===== src/rtl/serial_subtractor_pkg.sv =====
// Shared types and the arithmetic reference for the bit-serial subtractor.
// The reference function is used by the embedded checks (SERIAL_SUBTRACTOR_ASSERT_EN).
package serial_subtractor_pkg;

  typedef enum logic [1:0] {
    IDLE = 2'd0,
    BUSY = 2'd1,
    DONE = 2'd2
  } state_e;

  localparam int unsigned REF_MAX_W = 64;

  // Returns {borrow, diff} in bits [w:0]; operands are masked down to w bits.
  function automatic logic [REF_MAX_W:0] ref_sub(
    input int unsigned          w,
    input logic [REF_MAX_W-1:0] a,
    input logic [REF_MAX_W-1:0] b
  );
    logic [REF_MAX_W-1:0] mask;
    logic [REF_MAX_W:0]   full;
    logic [REF_MAX_W:0]   res;
    if (w >= REF_MAX_W) begin
      mask = '1;
    end else begin
      mask = (64'd1 << w) - 64'd1;
    end
    full = {1'b0, a & mask} - {1'b0, b & mask};
    res  = {1'b0, full[REF_MAX_W-1:0] & mask} | ({64'd0, full[REF_MAX_W]} << w);
    return res;
  endfunction

endpackage


===== src/rtl/serial_subtractor_full_subtractor.sv =====
// Single-bit full subtractor cell: d = x - y - bin, bout set when the bit borrows.
module full_subtractor (
  input  logic x,
  input  logic y,
  input  logic bin,
  output logic d,
  output logic bout
);

  assign d    = x ^ y ^ bin;
  assign bout = (~x & y) | (~(x ^ y) & bin);

endmodule


===== src/rtl/serial_subtractor.sv =====
// Bit-serial unsigned subtractor: a - b, LSB first, one bit per clock, valid/ready on both sides.
// Define SERIAL_SUBTRACTOR_ASSERT_EN to compile in the embedded concurrent assertions.
module serial_subtractor
  import serial_subtractor_pkg::*;
#(
  parameter int WIDTH = 8
) (
  input  logic             clk,
  input  logic             rst_n,
  input  logic             in_valid,
  output logic             in_ready,
  input  logic [WIDTH-1:0] a,
  input  logic [WIDTH-1:0] b,
  output logic             out_valid,
  input  logic             out_ready,
  output logic [WIDTH-1:0] diff,
  output logic             borrow_out
);

  localparam int CNT_W = $clog2(WIDTH + 1);

  state_e             r_state;
  state_e             w_state_nxt;
  logic [WIDTH-1:0]   r_a_sr;
  logic [WIDTH-1:0]   r_b_sr;
  logic [WIDTH-1:0]   r_res;
  logic               r_borrow;
  logic [CNT_W-1:0]   r_cnt;
  logic               r_in_ready;
  logic               r_out_valid;
  logic               w_d;
  logic               w_bout;
  logic               w_last;

  full_subtractor u_cell (
    .x    (r_a_sr[0]),
    .y    (r_b_sr[0]),
    .bin  (r_borrow),
    .d    (w_d),
    .bout (w_bout)
  );

  assign w_last = (r_cnt == CNT_W'(WIDTH - 1));

  // Next-state logic; DONE never overlaps with a new accept.
  always_comb begin
    w_state_nxt = r_state;
    case (r_state)
      IDLE: begin
        if (in_valid) begin
          w_state_nxt = BUSY;
        end else begin
          w_state_nxt = IDLE;
        end
      end
      BUSY: begin
        if (w_last) begin
          w_state_nxt = DONE;
        end else begin
          w_state_nxt = BUSY;
        end
      end
      DONE: begin
        if (out_ready) begin
          w_state_nxt = IDLE;
        end else begin
          w_state_nxt = DONE;
        end
      end
      default: w_state_nxt = IDLE;
    endcase
  end

  // State register plus handshake flags registered from the next state.
  always_ff @(posedge clk or negedge rst_n) begin
    if (!rst_n) begin
      r_state     <= IDLE;
      r_in_ready  <= 1'b1;
      r_out_valid <= 1'b0;
    end else begin
      r_state     <= w_state_nxt;
      r_in_ready  <= (w_state_nxt == IDLE);
      r_out_valid <= (w_state_nxt == DONE);
    end
  end

  // Operand shift registers, result register, borrow flop and bit counter.
  always_ff @(posedge clk or negedge rst_n) begin
    if (!rst_n) begin
      r_a_sr   <= '0;
      r_b_sr   <= '0;
      r_res    <= '0;
      r_borrow <= 1'b0;
      r_cnt    <= '0;
    end else begin
      case (r_state)
        IDLE: begin
          if (in_valid) begin
            r_a_sr   <= a;
            r_b_sr   <= b;
            r_borrow <= 1'b0;
            r_cnt    <= '0;
          end
        end
        BUSY: begin
          r_a_sr   <= {1'b0, r_a_sr[WIDTH-1:1]};
          r_b_sr   <= {1'b0, r_b_sr[WIDTH-1:1]};
          r_res    <= {w_d, r_res[WIDTH-1:1]};
          r_borrow <= w_bout;
          r_cnt    <= r_cnt + CNT_W'(1);
        end
        DONE: begin
          r_cnt <= r_cnt;
        end
        default: begin
          r_cnt <= '0;
        end
      endcase
    end
  end

  assign in_ready   = r_in_ready;
  assign out_valid  = r_out_valid;
  assign diff       = r_res;
  assign borrow_out = r_borrow;

`ifdef SERIAL_SUBTRACTOR_ASSERT_EN
  logic [WIDTH-1:0]     r_chk_a;
  logic [WIDTH-1:0]     r_chk_b;
  logic [CNT_W-1:0]     r_chk_busy;
  logic [REF_MAX_W:0]   w_chk_ref;

  // Shadow copy of the accepted operands and a count of BUSY cycles.
  always_ff @(posedge clk or negedge rst_n) begin
    if (!rst_n) begin
      r_chk_a    <= '0;
      r_chk_b    <= '0;
      r_chk_busy <= '0;
    end else if (in_valid && in_ready) begin
      r_chk_a    <= a;
      r_chk_b    <= b;
      r_chk_busy <= '0;
    end else if (r_state == BUSY) begin
      r_chk_busy <= r_chk_busy + CNT_W'(1);
    end else begin
      r_chk_busy <= r_chk_busy;
    end
  end

  // Reference result for the operands currently in flight.
  always_comb begin
    w_chk_ref = ref_sub(WIDTH, REF_MAX_W'(r_chk_a), REF_MAX_W'(r_chk_b));
  end

  a_excl: assert property (@(posedge clk) disable iff (!rst_n)
    !(in_ready && out_valid))
    else $error("serial_subtractor: in_ready and out_valid both high at %0t", $time);

  a_stable: assert property (@(posedge clk) disable iff (!rst_n)
    (out_valid && !out_ready) |=> (out_valid && $stable(diff) && $stable(borrow_out)))
    else $error("serial_subtractor: result changed while stalled at %0t", $time);

  a_busy_max: assert property (@(posedge clk) disable iff (!rst_n)
    (r_state == BUSY) |-> (r_chk_busy < CNT_W'(WIDTH)))
    else $error("serial_subtractor: BUSY overran at %0t", $time);

  a_busy_len: assert property (@(posedge clk) disable iff (!rst_n)
    (r_state == DONE && $past(r_state) == BUSY) |-> (r_chk_busy == CNT_W'(WIDTH)))
    else $error("serial_subtractor: BUSY length wrong at %0t", $time);

  a_result: assert property (@(posedge clk) disable iff (!rst_n)
    $rose(out_valid) |-> ({borrow_out, diff} == w_chk_ref[WIDTH:0]))
    else $error("serial_subtractor: wrong result at %0t", $time);
`endif

endmodule


===== config.mk =====
export PLATFORM = sky130hd
export DESIGN_NAME = serial_subtractor
export DESIGN_NICKNAME = d
export VERILOG_FILES = /design/src/rtl/serial_subtractor_pkg.sv /design/src/rtl/serial_subtractor_full_subtractor.sv /design/src/rtl/serial_subtractor.sv
export SDC_FILE = /design/constraint.sdc
export NUM_CORES = 1
export LEC_CHECK = 0
export CAP_MARGIN = 30
export CELL_PAD_IN_SITES_DETAIL_PLACEMENT = 1
export CELL_PAD_IN_SITES_GLOBAL_PLACEMENT = 1
export CORE_ASPECT_RATIO = 0.7
export CORE_MARGIN = 10
export CORE_UTILIZATION = 41
export CTS_BUF_LIST = sky130_fd_sc_hd__clkbuf_8 sky130_fd_sc_hd__clkbuf_16
export CTS_CLUSTER_SIZE = 28
export DETAILED_ROUTE_END_ITERATION = 7
export PLACE_DENSITY_LB_ADDON = 0.1
export SLEW_MARGIN = 10
export SYNTH_ARGS = -nofsm -noshare
export SYNTH_HDL_FRONTEND = slang
export SYNTH_HIERARCHICAL = 1
export SYNTH_SLANG_ARGS = --single-unit

===== constraint.sdc =====
create_clock -name clk -period 3.2 [get_ports clk]
set_clock_uncertainty 0.1 [all_clocks]
set_input_delay 0.32 -clock clk [delete_from_list [all_inputs] [get_ports clk]]
set_output_delay 0.32 -clock clk [all_outputs]
set_load 0.005 [all_outputs]

==> results of run 1 <==
==> through the flow <==
| stage | power, mW | cell area (um2) | cells |
|---|---|---|---|
| floorplan | 1.21 | 1580 | 163 |
| global placement | 1.41 | 1880 | 234 |
| detailed placement | 1.48 | 1880 | 234 |
| CTS | 1.89 | 2000 | 242 |
| global route | 2.01 | 2000 | 242 |
| finish | 1.86 | 2000 | 242 |
==> flip-flops by register name, indices dropped and copies added, names as in the netlist <==
name	count
in_ready	1
out_valid	1
borrow_out	1
r_cnt	4
diff	8
r_state	2
r_b_sr	8
r_a_sr	8
==> logic make-up after synthesis <==
| logic type | Yosys count | synth area share |
|---|---|---|
| flops | 33 | 0.524 |
| simple gates | 55 | 0.172 |
| buf+inv | 15 | 0.0602 |
| xor+xnor | 2 | 0.0111 |
| compound gates | 56 | 0.212 |
| fa+ha+maj | 2 | 0.0206 |
==> path summary, 6_finish.rpt <==
check	end	slack (ns)
worst max register to register	r_b_sr[5]	1.11
worst min-delay path	diff[4]	0.35
worst max-delay path	r_b_sr[5]	1.11
worst min register to register	diff[5]	0.39
max in group asynchronous	in_ready	2.31
min in group clk	diff[5]	0.39
==> cells in the mapped netlist (2+ instances only) <==
| master | n | area, um2 |
|---|---|---|
| sky130_fd_sc_hd__dfrtp_1 | 32 | 801 |
| sky130_fd_sc_hd__nand2_1 | 32 | 120 |
| sky130_fd_sc_hd__a21oi_1 | 17 | 85.1 |
| sky130_fd_sc_hd__a22oi_1 | 14 | 105 |
| sky130_fd_sc_hd__nor2b_1 | 10 | 62.6 |
| sky130_fd_sc_hd__o21ai_1 | 10 | 50.1 |
| sky130_fd_sc_hd__and2b_1 | 8 | 60.1 |
| sky130_fd_sc_hd__o21ai_0 | 7 | 35.0 |
| sky130_fd_sc_hd__buf_2 | 4 | 20.0 |
| sky130_fd_sc_hd__buf_6 | 4 | 45.0 |
| sky130_fd_sc_hd__clkbuf_1 | 3 | 11.3 |
| sky130_fd_sc_hd__inv_1 | 3 | 11.3 |
| sky130_fd_sc_hd__o22ai_1 | 3 | 18.8 |
| sky130_fd_sc_hd__nand2b_1 | 2 | 12.5 |
| sky130_fd_sc_hd__o2bb2ai_1 | 2 | 17.5 |
==> layer usage <==
layer | share of wire | track usage | up-vias | wire length [um]
met2 | 0.49 | 0.201 | 27 | 2040
met1 | 0.45 | 0.151 | 637 | 1850
li1 | - | - | 608 | -
met4 | 0.014 | 0.0454 | 0 | 56
met3 | 0.046 | 0.0452 | 8 | 189
met5 | 0 | 0 | - | 0
==> power groups by stage <==
stage	clock network, mW	registers [mW]	logic (mW)
after floorplan	0	0.699	0.507
after global placement	0	0.728	0.680
after detailed placement	0	0.743	0.734
after CTS	0.409	0.737	0.739
after global routing	0.431	0.756	0.819
final	0.398	0.736	0.722
==> cell type report <==
class | instances | area (um2)
clock inverters | 2 | 33.8
clock buffers | 6 | 82.6
flip-flops and latches | 33 | 827
fillers | 416 | 1610
repair buffers | 33 | 323
multi-input cells | 115 | 657
inverters | 3 | 11.3
well taps | 50 | 62.6
==> summary.md, run 1 <==
The worst setup path is launched from a register. The time the final worst path needs with I/O delays and setup was 2.09 ns; the net count after synthesis was 185. The logs give 2 for the depth of the CTS H-tree and 31 for the number of top-level pins. The number of port buffers was 30; the delay of the slowest cell on the worst path was 0.94 ns. After the first detailed-routing iteration, the DRC count stood at 46. Count of flip-flops with a built-in enable after synthesis: 0. Routability-driven placement finished with a final weighted congestion of 0.730. The initial antenna violation count is 0. In the synthesized netlist the dominant register cell turns out to be sky130_fd_sc_hd__dfrtp_1.

Before CTS, the worst setup slack after placement is 1.10 ns. The final hold violation count was 0. TritonCTS built the clock tree. The netlist area before placement is 1580 um2.

The later-pin clock latency in the skew report came out at 0.28 ns. The first-pass iteration count of the detailed router is 5, and the sum of buffers and inverters on the critical path is 0. The final layout contains 213 nets. The number of clock buffers inserted by TritonCTS was 5; the fraction of power spent switching nets was 0.367. The largest fanout on the critical path works out to 26.

For the relative contribution of combinational cells to total power, the log shows 0.389. Walking the worst path, the cells encountered are and2b_1, a22oi_1, o21ai_1. Among cell families on the critical path, the largest total delay comes from simple AND/OR/NAND/NOR gates. On the critical path, the stage with the largest delay is an instance of sky130_fd_sc_hd__and2b_1. The fraction of layout cells with a size suffix above 1 works out to 0.0573.

The post-detailed-route count of antenna-violating nets is 0. First-pass GRT wire length: 6840 um. The run gives 2.19 ns as the data arrival at the endpoint of the critical path. The proportion of power drawn by flip-flops and latches is 0.397.

The tools report the post-cts resize count as 0. In this run the clock root is driven by a sky130_fd_sc_hd__clkbuf_8. The tools report the instance count of the mapped netlist as 163.

The smallest hold slack is 0.349 ns, and the number of setup violations in the final report is 0. Sequential-to-total area share from yosys stat: 0.524. The tools report the number of warnings reported in the yosys synthesis log as 6.

Max-cap violations in this run came to 0. Measured in cells, the most critical reg-to-reg path has a length of 3. Number of buffers inserted to repair setup after CTS: 0. The critical path is of the reg -> reg type.

The worst setup margin is 1.11 ns, and the static leakage is 0.887 nW. In this run the number of cells on the critical path is 3. From bottom edge to top edge, the die measures 71.9 um.

Clock-pin slew of the registers on the worst-case setup and hold paths: 0.07 ns. Hold repair after CTS inserted 0 buffers. The period utilization came out at 0.653. The logs give 0.000493 V for the largest vdd supply drop and 18 for the count of standard-cell rows. Setup TNS after final layout: 0 ns. The number of max-slew violations in the final report was 0.

Startpoint of the worst setup timing path: r_state[1]. The floorplan step defined a die boundary enclosing 6770 um2. For this design the total switching power over the nets is 0.681 mW.

The die width is 94.2 um, and the area growth from synthesis to layout is 26.5%. The routed wire length per instance came out at 17.1 um. For the worst setup path, the data required time is 3.30 ns. The share of flip-flops with an asynchronous set or reset is 1.00. The number of register bits inferred by synthesis is 33.

After synthesis, the netlist uses 27 different library cells. The initial core utilization is 0.438, and the slew at the pin closest to its max-slew limit is 0.937 ns. The flow ran to the end, and the final reports show no timing, DRC or antenna violations. The run gives 0.554 as the fraction of the core area covered by cells at the end of the flow. Across all layers, the routed design uses 1280 vias.

For the top achievable clock speed, the log shows 479 MHz. The overall global routing resource usage is 0.125. The routed design has 4130 um of wire.

In the layout the commonest cells are sky130_fd_sc_hd__nand2_1 (32), sky130_fd_sc_hd__dfrtp_1 (32), sky130_fd_sc_hd__clkdlybuf4s50_1 (30). For the final antenna diode count, the log shows 0. The worst setup path is captured at a register. The cell-internal power is 1.18 mW, and the average instance area after synthesis is 9.69 um2. The beginning of the worst register-to-register path was r_state[1]. Setup repair after global routing left no endpoint under its margin.

Counting along the longest clock path gives a buffer depth of 2. For the placeable core region, the log shows 3600 um2. The run gives 0 as the total congestion overflow.

The via density per instance was 5.29. The worst min-delay path category was in -> async. For the clock group share of total power, the log shows 0.214.

In this run the power density over the cells is 930 nW/um2. The run gives 0 as the DRC violation count after routing. For the via count of the first global-routing pass, the log shows 1394. The tools report the total half-perimeter wirelength after legalization and detailed placement as 2920 um. Entering global routing, the biggest net connects 34 pins. The normalized max-slew margin is 0.375. The number of sinks driven by the clock tree was 33.
Power figures use the tool's default switching activity.
==> inputs of run 2 (changes only) <==
--- a/config.mk
+++ b/config.mk
@@ -10,7 +10,7 @@
 export CELL_PAD_IN_SITES_GLOBAL_PLACEMENT = 1
 export CORE_ASPECT_RATIO = 0.7
 export CORE_MARGIN = 10
-export CORE_UTILIZATION = 41
+export CORE_UTILIZATION = 35
 export CTS_BUF_LIST = sky130_fd_sc_hd__clkbuf_8 sky130_fd_sc_hd__clkbuf_16
 export CTS_CLUSTER_SIZE = 28
 export DETAILED_ROUTE_END_ITERATION = 7
==> constraint.sdc (replaced) <==
create_clock -name clk -period 1.7 [get_ports clk]
set_clock_uncertainty 0.1 [all_clocks]
set_input_delay 0.17 -clock clk [delete_from_list [all_inputs] [get_ports clk]]
set_output_delay 0.17 -clock clk [all_outputs]
set_load 0.005 [all_outputs]
==> run 2 against run 1 <==
Compared with the run above:
- worst setup slack worse by 0.97 ns
- critical path depth down 2
- count of clock-buffer cells in the layout unchanged
- critical path type is now reg -> out
==> summary.md, run 2 (synthesis results as in run 1) <==
Largest vdd supply drop: 0.000634 V (was 0.000493 V). Via density per instance: 5.15 (was 5.29). The run gives 244 (was 234) as the number of placed cells counting well taps. The run gives 0 (unchanged) as the number of setup violations in the final report. The die width is 100 um (was 94.2 um). For the placeable core region, the log shows 4350 um2 (was 3600 um2). For the depth of the CTS H-tree, the log shows 2 (unchanged). The time the final worst path needs with I/O delays and setup was 1.56 ns. The sum of buffers and inverters on the critical path came out at 1 (was 0).

The via count of the first global-routing pass was 1367 (was 1394); the slew at the pin closest to its max-slew limit was 0.424 ns (was 0.937 ns). Count of standard-cell rows: 20 (was 18). The initial antenna violation count came out at 0 (unchanged). The number of max-slew violations in the final report was 0 (unchanged).

Classification of the worst setup path: reg -> out (was reg -> reg). The logs give 0 (unchanged) for the number of buffers inserted by hold repair at cts and 0.466 (was 0.554) for the fraction of the core area covered by cells at the end of the flow. The number of nets in the layout was 218 (was 213). The logs give 252 (was 242) for the final non-filler cell total and 2.13 mW (was 1.18 mW) for the cell-internal power.

The run gives 0 (unchanged) as the post-detailed-route count of antenna-violating nets. The detailed router's first-iteration violation count came out at 55 (was 46). The final antenna diode count is 0 (unchanged). The delay of the slowest cell on the worst path was 0.52 ns (was 0.94 ns); the proportion of power drawn by flip-flops and latches was 0.398 (was 0.397).

The run gives 2910 um (was 2920 um) as the total half-perimeter wirelength after legalization and detailed placement. The run finished with clean final reports. The number of port buffers is 30 (unchanged), and the register-to-register path setup slack is 0.29 ns (was 1.11 ns). The post-cts resize count was 0 (unchanged); the height of the chip was 76.2 um (was 71.9 um).

Routed wire length per instance: 16.0 um (was 17.1 um). The buffer type at the clock tree root was sky130_fd_sc_hd__clkbuf_8 (unchanged). The kind of cell adding the most delay to the critical path was flip-flops (was simple AND/OR/NAND/NOR gates).

Logic depth of the worst setup path including buffers: 1 (was 3). The number of clock buffers inserted by TritonCTS is 5 (unchanged). The run gives 31 (unchanged) as the number of top-level pins. The first-pass GRT wire length is 6890 um (was 6840 um).

Category of the worst setup path launch point: a register (unchanged). The top achievable clock speed is 640 MHz, and the maximum buffer depth of the clock tree is 2 (unchanged). Cells along the critical path: clkdlybuf4s50_1 (was and2b_1, a22oi_1, o21ai_1). The standard cell with the maximum stage delay on the critical path is sky130_fd_sc_hd__dfstp_2 (was sky130_fd_sc_hd__and2b_1). Net switching power of the design: 1.27 mW (was 0.681 mW).

The run gives 1.29 ns (was 2.19 ns) as the data arrival at the endpoint of the critical path. The power density over cell area is 1670 nW/um2 (was 930 nW/um2). The worst min-delay path category is in -> async (unchanged). The relative contribution of combinational cells to total power is 0.425 (was 0.389), and the area of the die is 7640 um2 (was 6770 um2). The critical path capture point type was an output pin (was a register). For the final hold violation count, the log shows 0 (unchanged). TritonCTS built the clock tree.

Fraction of layout cells with a size suffix above 1: 0.0761 (was 0.0573). The tools report the required time of the critical path as 1.43 ns (was 3.30 ns). The area growth from synthesis to layout is 28.4% (was 26.5%).

The pin count of the biggest net entering global routing is 34 (unchanged), and the depth of the most critical reg-to-reg path is 5 (was 3). Most used cells in the layout excluding fill and tap cells: sky130_fd_sc_hd__nand2_1 (32), sky130_fd_sc_hd__dfrtp_1 (32), sky130_fd_sc_hd__clkdlybuf4s50_1 (30) (unchanged). Setup TNS after final layout: 0 ns (unchanged). The later-pin clock latency in the skew report is 0.28 ns (about the same). Period utilization: 0.919. The startpoint of the worst setup timing path was in_ready (was r_state[1]). Setup repair after global routing left no endpoint under its margin. The fraction of power spent switching nets was 0.373 (was 0.367); the normalized max-slew margin was 0.717 (was 0.375).

The clock-pin slew of the registers on the worst-case setup and hold paths is 0.07 ns (about the same). The clock group share of total power is 0.177 (was 0.214). The tools report the via count as 1298 (was 1280). The number of filler instances in the final layout was 517 (was 416). The end of the critical path is in_ready (was r_b_sr[5]).

The count of max-cap constraint violations came out at 0 (unchanged). Total chip power: 3.39 mW (was 1.86 mW). The endpoint of the most critical register-to-register path was r_b_sr[6] (was r_b_sr[5]).

The number of sinks driven by the clock tree was 33 (unchanged). The overall global routing resource usage is 0.109 (was 0.125). The first-pass iteration count of the detailed router was 4 (was 5); the static leakage was 0.908 nW (was 0.887 nW). The largest fanout on the critical path is 1 (was 26).

Beginning of the worst register-to-register path: r_state[1] (unchanged). The run gives 0 (unchanged) as the number of buffers inserted to repair setup after CTS. The detailed-route wire length was 4040 um (was 4130 um); the initial core utilization was 0.363 (was 0.438). The routability-driven placement congestion ratio was 0.766 (was 0.730). For the DRC violation count after routing, the log shows 0 (unchanged). For the total congestion overflow, the log shows 0 (unchanged).
run 2: worst min-delay path by stage:
stage                     startpoint  cells after the start  slack [ns]         end
after floorplan                rst_n                      0       -0.23  borrow_out
after global placement       diff[0]                      2        0.36     diff[0]
after detailed placement     diff[0]                      2        0.37     diff[0]
after CTS                      rst_n                      2        0.22  r_state[1]
after global routing           rst_n                      2        0.24     diff[7]
final                          rst_n                      2        0.20     diff[7]
run 2: layout make-up:
cell class | instances | area, um2 | share of cell area
Multi-Input combinational cell | 115 | 657 | 0.324
Timing Repair Buffer | 38 | 373 | 0.184
Tap cell | 55 | 68.8 | 0.0340
Clock inverter | 2 | 7.51 | 0.00370
Sequential cell | 33 | 827 | 0.408
Clock buffer | 6 | 82.6 | 0.0407
Inverter | 3 | 11.3 | 0.00556
run 2: per-stage QoR:
step           setup WS (ns)  area [um2]  hold slack (ns)
5_1_grt                0.102        2030            0.244
2_1_floorplan          0.403        1580           -0.226
3_3_place_gp           0.196        1940            0.361
3_5_place_dp           0.123        1940            0.369
6_report               0.138        2030            0.198
4_1_cts                0.121        2030            0.224
run 2: power by group through the flow:
| stage | Clock, mW | Combinational, mW | Sequential, mW |
|---|---|---|---|
| global route | 0.651 | 1.64 | 1.40 |
| global placement | 0 | 1.41 | 1.34 |
| floorplan | 0 | 0.954 | 1.32 |
| CTS | 0.611 | 1.49 | 1.35 |
| detailed placement | 0 | 1.49 | 1.37 |
| finish | 0.600 | 1.44 | 1.35 |
run 2: routing by layer:
layer	GRT usage	part of all wire
met5	0	0
met4	0.0338	0.0079
met3	0.0417	0.051
met2	0.165	0.48
met1	0.140	0.46
==> RTL change: new RTL, flow settings as in run 1 <==
Re-encode `state_e` (3 states) as one-hot, 3 bits wide.
--- a/src/rtl/serial_subtractor_pkg.sv
+++ b/src/rtl/serial_subtractor_pkg.sv
@@ -4,6 +4,6 @@
 
-  typedef enum logic [1:0] {
-    IDLE = 2'd0,
-    BUSY = 2'd1,
-    DONE = 2'd2
+  typedef enum logic [2:0] {
+    IDLE = 3'b001,
+    BUSY = 3'b010,
+    DONE = 3'b100
   } state_e;
Behaviour: no difference found for any inputs over 10 cycles, from zero or initial values and one cycle with rst_n low; not proved beyond that.
==> RTL change against run 1 <==
Via count fell by 5.5%. Area after synthesis is 4.0% lower. Worst setup slack improved by 0.22 ns. Sequential cell count up 1. Total power is 3.0% lower. Routed wire length fell by 5.9%. Cell area rose by 0.19%. Global-route usage is 0.15 points higher. Critical endpoint unchanged. Largest cell class unchanged. Largest power group unchanged.
==> RTL change: results (changes against run 1) <==
stage	metric	value	unit	change
outcome	status	completed		
layout	layout cells sized above 1	0.0851		+0.0278
global_route	vias in the first global route	1340		-3.9%
route	per-cell routed wire length	16.3	um	-4.3%
placement	placed cell area	1850	um2	-1.7%
route	via count	1209		-5.5%
placement	detailed placer's ending HPWL	2590	um	-11%
route	Iteration-0 DRC Markers	58		+26%
synth	post-synth cell types	28		+3.7%
synth	register area share after synthesis	0.563		+0.0389
clocking	CTS Buf Count	5		unchanged
synth	Gate Count Post-Synth	156		-4.3%
synth	Post-Synth XOR/XNOR Area	0.0116		+0.000458
route	drt pass-1 iters	4		-1
power	worst vdd ir	0.440	mV	-11%
placement	placed cell count	229		-2.1%
setup_path	CP Max Fanout	15		-42%
synth	post-synthesis adder-cell area fraction	0.0215		+0.000850
synth	syn_nets	178		-3.8%
timing	worst hold margin	0.335	ns	-0.0133 ns
setup_path	reg2reg setup slack	1.33	ns	+0.22 ns
global_route	global-route wire length before repair	6870	um	+0.31%
synth	largest family of logic cells by synthesized area	simple AND/OR/NAND/NOR gates		
layout	Finished Layout Cells	238		-1.7%
synth	top post-synthesis cells by count	38 x nand2_1, 32 x dfrtp_1, 16 x nor2_1		
layout	layout net count	209		-1.9%
power	pwr dens	900	nW/um2	-3.2%
power	Logic pwr share	0.321		-0.068
synth	synth top area cells	dfrtp_1 53%, nand2_1 9.4%, nor2_1 4.0%		
synth	proportion of netlist area held by the largest area contributor	0.528		+0.0209
synth	post-synthesis compound-gate area fraction	0.125		-0.0878
placement	GP Congestion	0.837		+15%
layout	Area growth syn-to-layout	31.9	%	
global_route	Tot GR Track Use	0.127		+0.00152
placement	worst slack, placed	1.19	ns	+0.0878 ns
global_route	pin count of the biggest net entering global routing	35		+2.9%
power	switch share	0.326		-0.0409
power	Static Leak	0.000883	uW	-0.47%
setup_path	reg2reg start	r_state[2]$_DFF_PN0_		
synth	post-synthesis mux area share	0.00660		+0.00660
==> RTL change: cell types whose count changed after synthesis, sizes merged, moves of 3 or more <==
cell	change
o22ai	+6
nor2	+15
a22oi	-11
clkbuf	-3
nor3b	+3
a31oi	+5
nor2b	-8
nor3	+9
a21oi	-15
and2b	-8
nand2	+6
o21ai	-12
==> RTL change: layout make-up <==
| type | count | area [um2] |
|---|---|---|
| multi-input combinational | 108 | 594 |
| clock inverter | 3 | 68.8 |
| sequential | 34 | 853 |
| tap | 50 | 62.6 |
| inverter | 4 | 15.0 |
| timing repair buffer | 34 | 338 |
| clock buffer | 5 | 68.8 |
| fill | 410 | 1540 |
==> RTL change: worst max path at each step <==
stage	cells past startpoint	end	startpoint	slack, ns
2_1_floorplan	5	borrow_out$_DFFE_PN0P_	r_state[0]$_DFF_PN1_	1.68
3_3_place_gp	4	r_a_sr[5]$_DFFE_PN0P_	in_valid	1.23
3_5_place_dp	4	r_b_sr[5]$_DFFE_PN0P_	in_valid	1.19
4_1_cts	3	r_a_sr[3]$_DFFE_PN0P_	r_state[2]$_DFF_PN0_	1.22
5_1_grt	3	r_b_sr[6]$_DFFE_PN0P_	r_state[2]$_DFF_PN0_	1.17
6_report	3	r_b_sr[5]$_DFFE_PN0P_	r_state[2]$_DFF_PN0_	1.33
==> RTL change: routing by layer <==
layer | share of wire | GRT usage | vias up
li1 | - | - | 593
met1 | 0.51 | 0.171 | 588
met2 | 0.45 | 0.191 | 24
met3 | 0.042 | 0.0506 | 4
met4 | 0.0039 | 0.0188 | 0
met5 | 0 | 0 | -
==> RTL change: critical path, cell delays in order, from the launching register on <==
cell	delay, ns
dfrtp_1	0.53
nand4bb_1	0.65
o22ai_1	0.40
nor2_1	0.07
